<file path="config.mk">
export PLATFORM = sky130hd
export DESIGN_NAME = ds_fifo_vc
export DESIGN_NICKNAME = d
export VERILOG_FILES = /design/src/rtl/ds_fifo_vc.sv
export SDC_FILE = /design/constraint.sdc
export NUM_CORES = 1
export LEC_CHECK = 0
export BUFFER_PORTS_ARGS = -buffer_cell sky130_fd_sc_hd__buf_2
export CELL_PAD_IN_SITES_DETAIL_PLACEMENT = 0
export CELL_PAD_IN_SITES_GLOBAL_PLACEMENT = 1
export CORE_AREA = 4 4 179 198
export CTS_BUF_LIST = sky130_fd_sc_hd__clkbuf_2
export CTS_CLUSTER_DIAMETER = 100
export CTS_CLUSTER_SIZE = 20
export DETAILED_ROUTE_END_ITERATION = 16
export DIE_AREA = 0 0 183 202
export PLACE_DENSITY = 0.69
export SYNTH_ARGS = -nofsm -noshare
export SYNTH_HDL_FRONTEND = slang
export SYNTH_SLANG_ARGS = --single-unit
</file>
<file path="constraint.sdc">
create_clock -name i_clk -period 9 [get_ports i_clk]
set_input_delay 2.25 -clock i_clk [delete_from_list [all_inputs] [get_ports i_clk]]
set_output_delay 2.25 -clock i_clk [all_outputs]
set_load 0.02 [all_outputs]
</file>
<file path="src/rtl/ds_fifo_vc.sv">
// Multi-channel FWFT stream FIFO: NCH virtual-channel queues in one shared memory.
// Optional per-channel flush port enabled by DS_FIFO_VC_FLUSH_EN.
module ds_fifo_vc #(
   parameter type DTYPE = logic [7:0],
   parameter int NCH = 4,
   parameter int DEPTH = 8,
   localparam int CHW = (NCH > 1) ? $clog2(NCH) : 1,
   localparam int LW = $clog2(DEPTH + 1),
   localparam int DW = $bits(DTYPE)
) (
   input  logic              i_clk,
   input  logic              i_rst,
`ifdef DS_FIFO_VC_FLUSH_EN
   input  logic [NCH-1:0]    i_flush,
`endif
   input  logic              i_wr_vld,
   input  logic [CHW-1:0]    i_wr_ch,
   input  logic [DW-1:0]     i_wr_data,
   output logic              o_wr_rdy,
   input  logic [CHW-1:0]    i_rd_ch,
   output logic              o_rd_vld,
   output logic [DW-1:0]     o_rd_data,
   input  logic              i_rd_rdy,
   input  logic [LW-1:0]     i_thr,
   output logic [NCH*LW-1:0] o_lvl,
   output logic [NCH-1:0]    o_full,
   output logic [NCH-1:0]    o_empty,
   output logic [NCH-1:0]    o_lvl_gte
);

   localparam int PW = (DEPTH > 1) ? $clog2(DEPTH) : 1;
   localparam int AW = (NCH * DEPTH > 1) ? $clog2(NCH * DEPTH) : 1;
   localparam logic [PW-1:0] PMAX = PW'(DEPTH - 1);
   localparam logic [LW-1:0] CFULL = LW'(DEPTH);

   logic [DW-1:0]  r_mem [NCH*DEPTH];
   logic [PW-1:0]  r_wptr [NCH];
   logic [PW-1:0]  r_rptr [NCH];
   logic [LW-1:0]  r_cnt [NCH];
   logic [LW-1:0]  w_cnt_nxt [NCH];
   logic [NCH-1:0] r_full;
   logic [NCH-1:0] r_empty;
   logic [NCH-1:0] w_flush;
   logic [NCH-1:0] w_we;
   logic [NCH-1:0] w_re;
   logic           w_wr_in;
   logic           w_rd_in;
   logic           w_wr_xfer;
   logic           w_rd_xfer;
   logic [AW-1:0]  w_wr_addr;
   logic [AW-1:0]  w_rd_addr;

`ifdef DS_FIFO_VC_FLUSH_EN
   assign w_flush = i_flush;
`else
   assign w_flush = '0;
`endif

   function automatic logic [PW-1:0] ptr_inc(input logic [PW-1:0] p);
      return (p == PMAX) ? '0 : p + PW'(1);
   endfunction

   assign w_wr_in = 32'(i_wr_ch) < NCH;
   assign w_rd_in = 32'(i_rd_ch) < NCH;

   // Out-of-range IDs are masked before any per-channel state is consulted
   assign o_wr_rdy = w_wr_in & ~r_full[i_wr_ch] & ~w_flush[i_wr_ch];
   assign o_rd_vld = w_rd_in & ~r_empty[i_rd_ch] & ~w_flush[i_rd_ch];

   assign w_wr_xfer = i_wr_vld & o_wr_rdy;
   assign w_rd_xfer = o_rd_vld & i_rd_rdy;

   assign w_wr_addr = AW'(32'(i_wr_ch) * DEPTH) + AW'(r_wptr[i_wr_ch]);
   assign w_rd_addr = AW'(32'(i_rd_ch) * DEPTH) + AW'(r_rptr[i_rd_ch]);

   assign o_rd_data = w_rd_in ? r_mem[w_rd_addr] : '0;

   always_comb begin
      w_we = '0;
      w_re = '0;
      for (int c = 0; c < NCH; c++) begin
         w_we[c] = w_wr_xfer & (i_wr_ch == CHW'(c));
         w_re[c] = w_rd_xfer & (i_rd_ch == CHW'(c));
         w_cnt_nxt[c] = r_cnt[c] + LW'(w_we[c]) - LW'(w_re[c]);
      end
   end

   always_comb begin
      o_lvl = '0;
      o_lvl_gte = '0;
      for (int c = 0; c < NCH; c++) begin
         o_lvl[c*LW +: LW] = r_cnt[c];
         o_lvl_gte[c] = r_cnt[c] >= i_thr;
      end
   end

   assign o_full = r_full;
   assign o_empty = r_empty;

   always_ff @(posedge i_clk) begin
      if (i_rst) begin
         for (int c = 0; c < NCH; c++) begin
            r_wptr[c] <= '0;
            r_rptr[c] <= '0;
            r_cnt[c] <= '0;
         end
         r_full <= '0;
         r_empty <= '1;
      end else begin
         for (int c = 0; c < NCH; c++) begin
            if (w_flush[c]) begin
               r_wptr[c] <= '0;
               r_rptr[c] <= '0;
               r_cnt[c] <= '0;
               r_full[c] <= 1'b0;
               r_empty[c] <= 1'b1;
            end else begin
               if (w_we[c]) r_wptr[c] <= ptr_inc(r_wptr[c]);
               if (w_re[c]) r_rptr[c] <= ptr_inc(r_rptr[c]);
               r_cnt[c] <= w_cnt_nxt[c];
               r_full[c] <= (w_cnt_nxt[c] == CFULL);
               r_empty[c] <= (w_cnt_nxt[c] == '0);
            end
         end
      end
   end

   // Storage is deliberately not reset; only the queue bookkeeping is
   always_ff @(posedge i_clk) begin
      if (w_wr_xfer) r_mem[w_wr_addr] <= i_wr_data;
   end

endmodule

</file>
==> impl_metrics.json <==
{
  "leakagePower_nw": 4.99,
  "rows": 70,
  "fp.dieH_microns": 202,
  "cp.arrival_ns": 5.26,
  "grt_util_met3": 0.0227,
  "drv_slew": 0,
  "cts_resized": 0,
  "fmax_ghz": 0.133,
  "dpl_worst_slack_ns": 1.54,
  "post-route-period-util": 0.835,
  "cp_slowest_stage_delay_ns": 0.85,
  "gp_congestion": 0.794,
  "finalCriticalPeriod_ns": 7.51,
  "fin_ws_ns": 1.49,
  "setup_viol": 0,
  "cpMaxStageDelayCell": "nor2_2",
  "die_area_sq_um": 37000,
  "drc": 0,
  "final_hold_viol_count": 0,
  "grt_pass1_wl_mm": 47.9,
  "yosysWarnings": 0,
  "syn_area_sq_um": 13200,
  "rsz0062_at_grt": "no",
  "clkTransAtPathRegs_ns": 0.35,
  "ys_seq_elements": 304,
  "antenna_found_initial": 1,
  "tritoncts": "yes",
  "synthArstFlopShare": 0,
  "yosysUniqueCellTypes": 56,
  "hold_class": "flop to flop",
  "track_usage": 0.168,
  "vias": 7864,
  "holdBufCountCts": 0,
  "setup_tns_ns": 0,
  "h-tree-depth": 1,
  "yosysSeqAreaShare": 0.674,
  "synth_cells": 994,
  "finClkSkew_ns": 0.0829,
  "cts_buffers": 19,
  "crit_top_cell": "buf_2",
  "start_kind": "input port",
  "postRouteAntennaNets": 0,
  "area_delta_synth_final_pct": 6.05,
  "fillCellCount": 3099,
  "total_power_mw": 2.74,
  "clock-sinks": 304,
  "final_core_util": 0.420,
  "dp_hpwl_mm": 20.7,
  "fin_hold_ws_ns": 0.625,
  "cts_root_buf": "clkbuf_2",
  "ctsLongestPathBuffers": 3,
  "place_inst": 1445,
  "placed_area_sq_um": 13800,
  "grt_overflow": 0,
  "drt_iter0_drc": 604,
  "crit_type": "input port to primary output",
  "wl_per_cell_microns": 21.6,
  "clkLatencyLatePin_ns": 0.86,
  "grt_max_degree": 77,
  "grt_use_met2": 0.270,
  "end_kind": "primary output",
  "wirelength_mm": 31.7,
  "drv_cap": 0,
  "path_cells": "buf_2 -> mux4_2 -> nor2_2 -> buf_4 -> nand2_1 -> and4_1 -> a21oi_1 -> o211ai_1 -> buf_2",
  "port_buffers": 57,
  "yosys.area.top_type": "edfxtp_1",
  "worst-path-buf-inv": 3,
  "syn_nets": 1066,
  "io_pins": 58,
  "drive_gt1_frac": 0.127,
  "synth_top_area_share": 0.638,
  "power_density_nw_per_um2": 196,
  "grt.busiest_layer": "met2",
  "use_met1": 0.250,
  "status": "completed",
  "floorplan.die.width_microns": 183,
  "max-vdd-ir-drop_uv": 137,
  "fin_cells": 1473,
  "nets": 1106,
  "synth_edf_count": 280,
  "design_area_sq_um": 14000,
  "critPathMaxFanout": 20,
  "crit_required_ns": 6.75,
  "vias_per_cell": 5.34,
  "start_util": 0.396,
  "slew_headroom": 0.227,
  "synth.area.top_cells": "edfxtp_1 64%, nand2_1 5.3%, ha_1 4.6%, dfxtp_1 3.6%, mux2i_1 2.9%",
  "synthFlopType": "edfxtp_1",
  "path_delay_family": "simple AND/OR/NAND/NOR gates",
  "core-area_sq_um": 33300,
  "syn_area_per_cell_sq_um": 13.3,
  "worstMarginPinSlew_ns": 1.16,
  "post_cts_buffers": 0,
  "first_global_vias": 7771,
  "drtPass1Iterations": 5
}
[path summary, 6_finish.rpt]
| kind | start | depth (start not counted) | endpoint | slack [ns] |
|---|---|---|---|---|
| min reg2reg | r_wptr[0][0]$_SDFFCE_PP0P_ | 1 | r_wptr[0][0]$_SDFFCE_PP0P_ | 0.62 |
| max | i_rd_ch[0] | 9 | o_rd_data[6] | 1.49 |
| max reg2reg | o_full[0]$_SDFF_PP0_ | 5 | r_mem[21][3]$_DFFE_PP_ | 6.01 |
| min | r_wptr[0][0]$_SDFFCE_PP0P_ | 1 | r_wptr[0][0]$_SDFFCE_PP0P_ | 0.62 |
[cell usage after synthesis (5+ instances only)]
cell	n
or2_2	6
xor2_1	5
clkbuf_1	13
nor3_1	10
xnor2_1	7
nand4_1	16
buf_2	21
or3_1	5
mux2_2	9
a21oi_1	14
nand2_1	185
a22oi_1	8
dfxtp_1	24
and3_1	7
ha_1	48
inv_1	35
nand3_1	52
a31oi_1	31
a32oi_1	8
mux2i_1	38
buf_6	5
nor4_1	7
buf_4	6
o21ai_0	11
nor2_1	45
nand2b_1	19
and2_1	17
mux4_2	7
edfxtp_1	280
nor2b_1	12
[routing by layer]
layer / share of wire / up-vias
met1: 0.47 / 3917
met5: 0 / -
met2: 0.46 / 231
met4: 0.015 / 0
met3: 0.052 / 29
li1: - / 3687
[placed cells by master, fill, tap and decap left out, types with 4 or more instances in the layout]
cell type    n
a32oi_1      8
o21ai_0     11
nor2_1      45
nand4_1     16
ha_1        48
clkbuf_2    25
or3_1        5
buf_2       57
a22oi_1      8
mux2i_1     38
nor4_1       7
buf_4       10
nand3_1     52
a21oi_1     14
and2_1      17
nand2_1    185
nor2b_1     12
mux4_2       6
xor2_1       5
nand2b_1    19
a21o_1       4
inv_1       35
and3_1       7
edfxtp_1   280
xnor2_1      7
mux2_2       9
or2_2        6
fa_1         4
dfxtp_1     24
nor3_1      10
a31oi_1     31
[power breakdown]
part	internal (mW)	leakage, nW	switching, mW
Combinational	0.212	2.12	0.379
Clock	0.0769	0.115	0.413
Sequential	1.61	2.75	0.0456
Total	1.90	4.99	0.838
[sequential cells by signal, indices dropped and copies added, names as in the netlist]
register,cells
r_cnt,16
o_full,4
r_rptr,12
r_mem,256
r_wptr,12
o_empty,4
[cells by family (layout without fill, tap and decap cells)]
| kind of cell | Yosys count | count (layout) | share of synthesized area |
|---|---|---|---|
| AND/OR/NAND/NOR | 403 | 403 | 0.145 |
| buffers and inverters | 84 | 130 | 0.0305 |
| adder cells (fa/ha/maj) | 52 | 52 | 0.0516 |
| XOR/XNOR | 12 | 12 | 0.00797 |
| other | 0 | 1 | 0 |
| flip-flops | 304 | 304 | 0.674 |
| multiplexers | 55 | 55 | 0.0495 |
| AO/OA/AOI/OAI | 84 | 84 | 0.0413 |
[area by class of cell]
type / count / area [sq um] / area share
Sequential cell: 304 / 8890 / 0.635
Multi-Input combinational cell: 606 / 3920 / 0.280
Tap cell: 432 / 541 / 0.0386
Timing Repair Buffer: 67 / 360 / 0.0258
Inverter: 36 / 135 / 0.00966
Clock buffer: 25 / 125 / 0.00895
Clock inverter: 2 / 20.0 / 0.00143
Antenna cell: 1 / 2.50 / 0.000179
(Power assumes the default switching activity.)
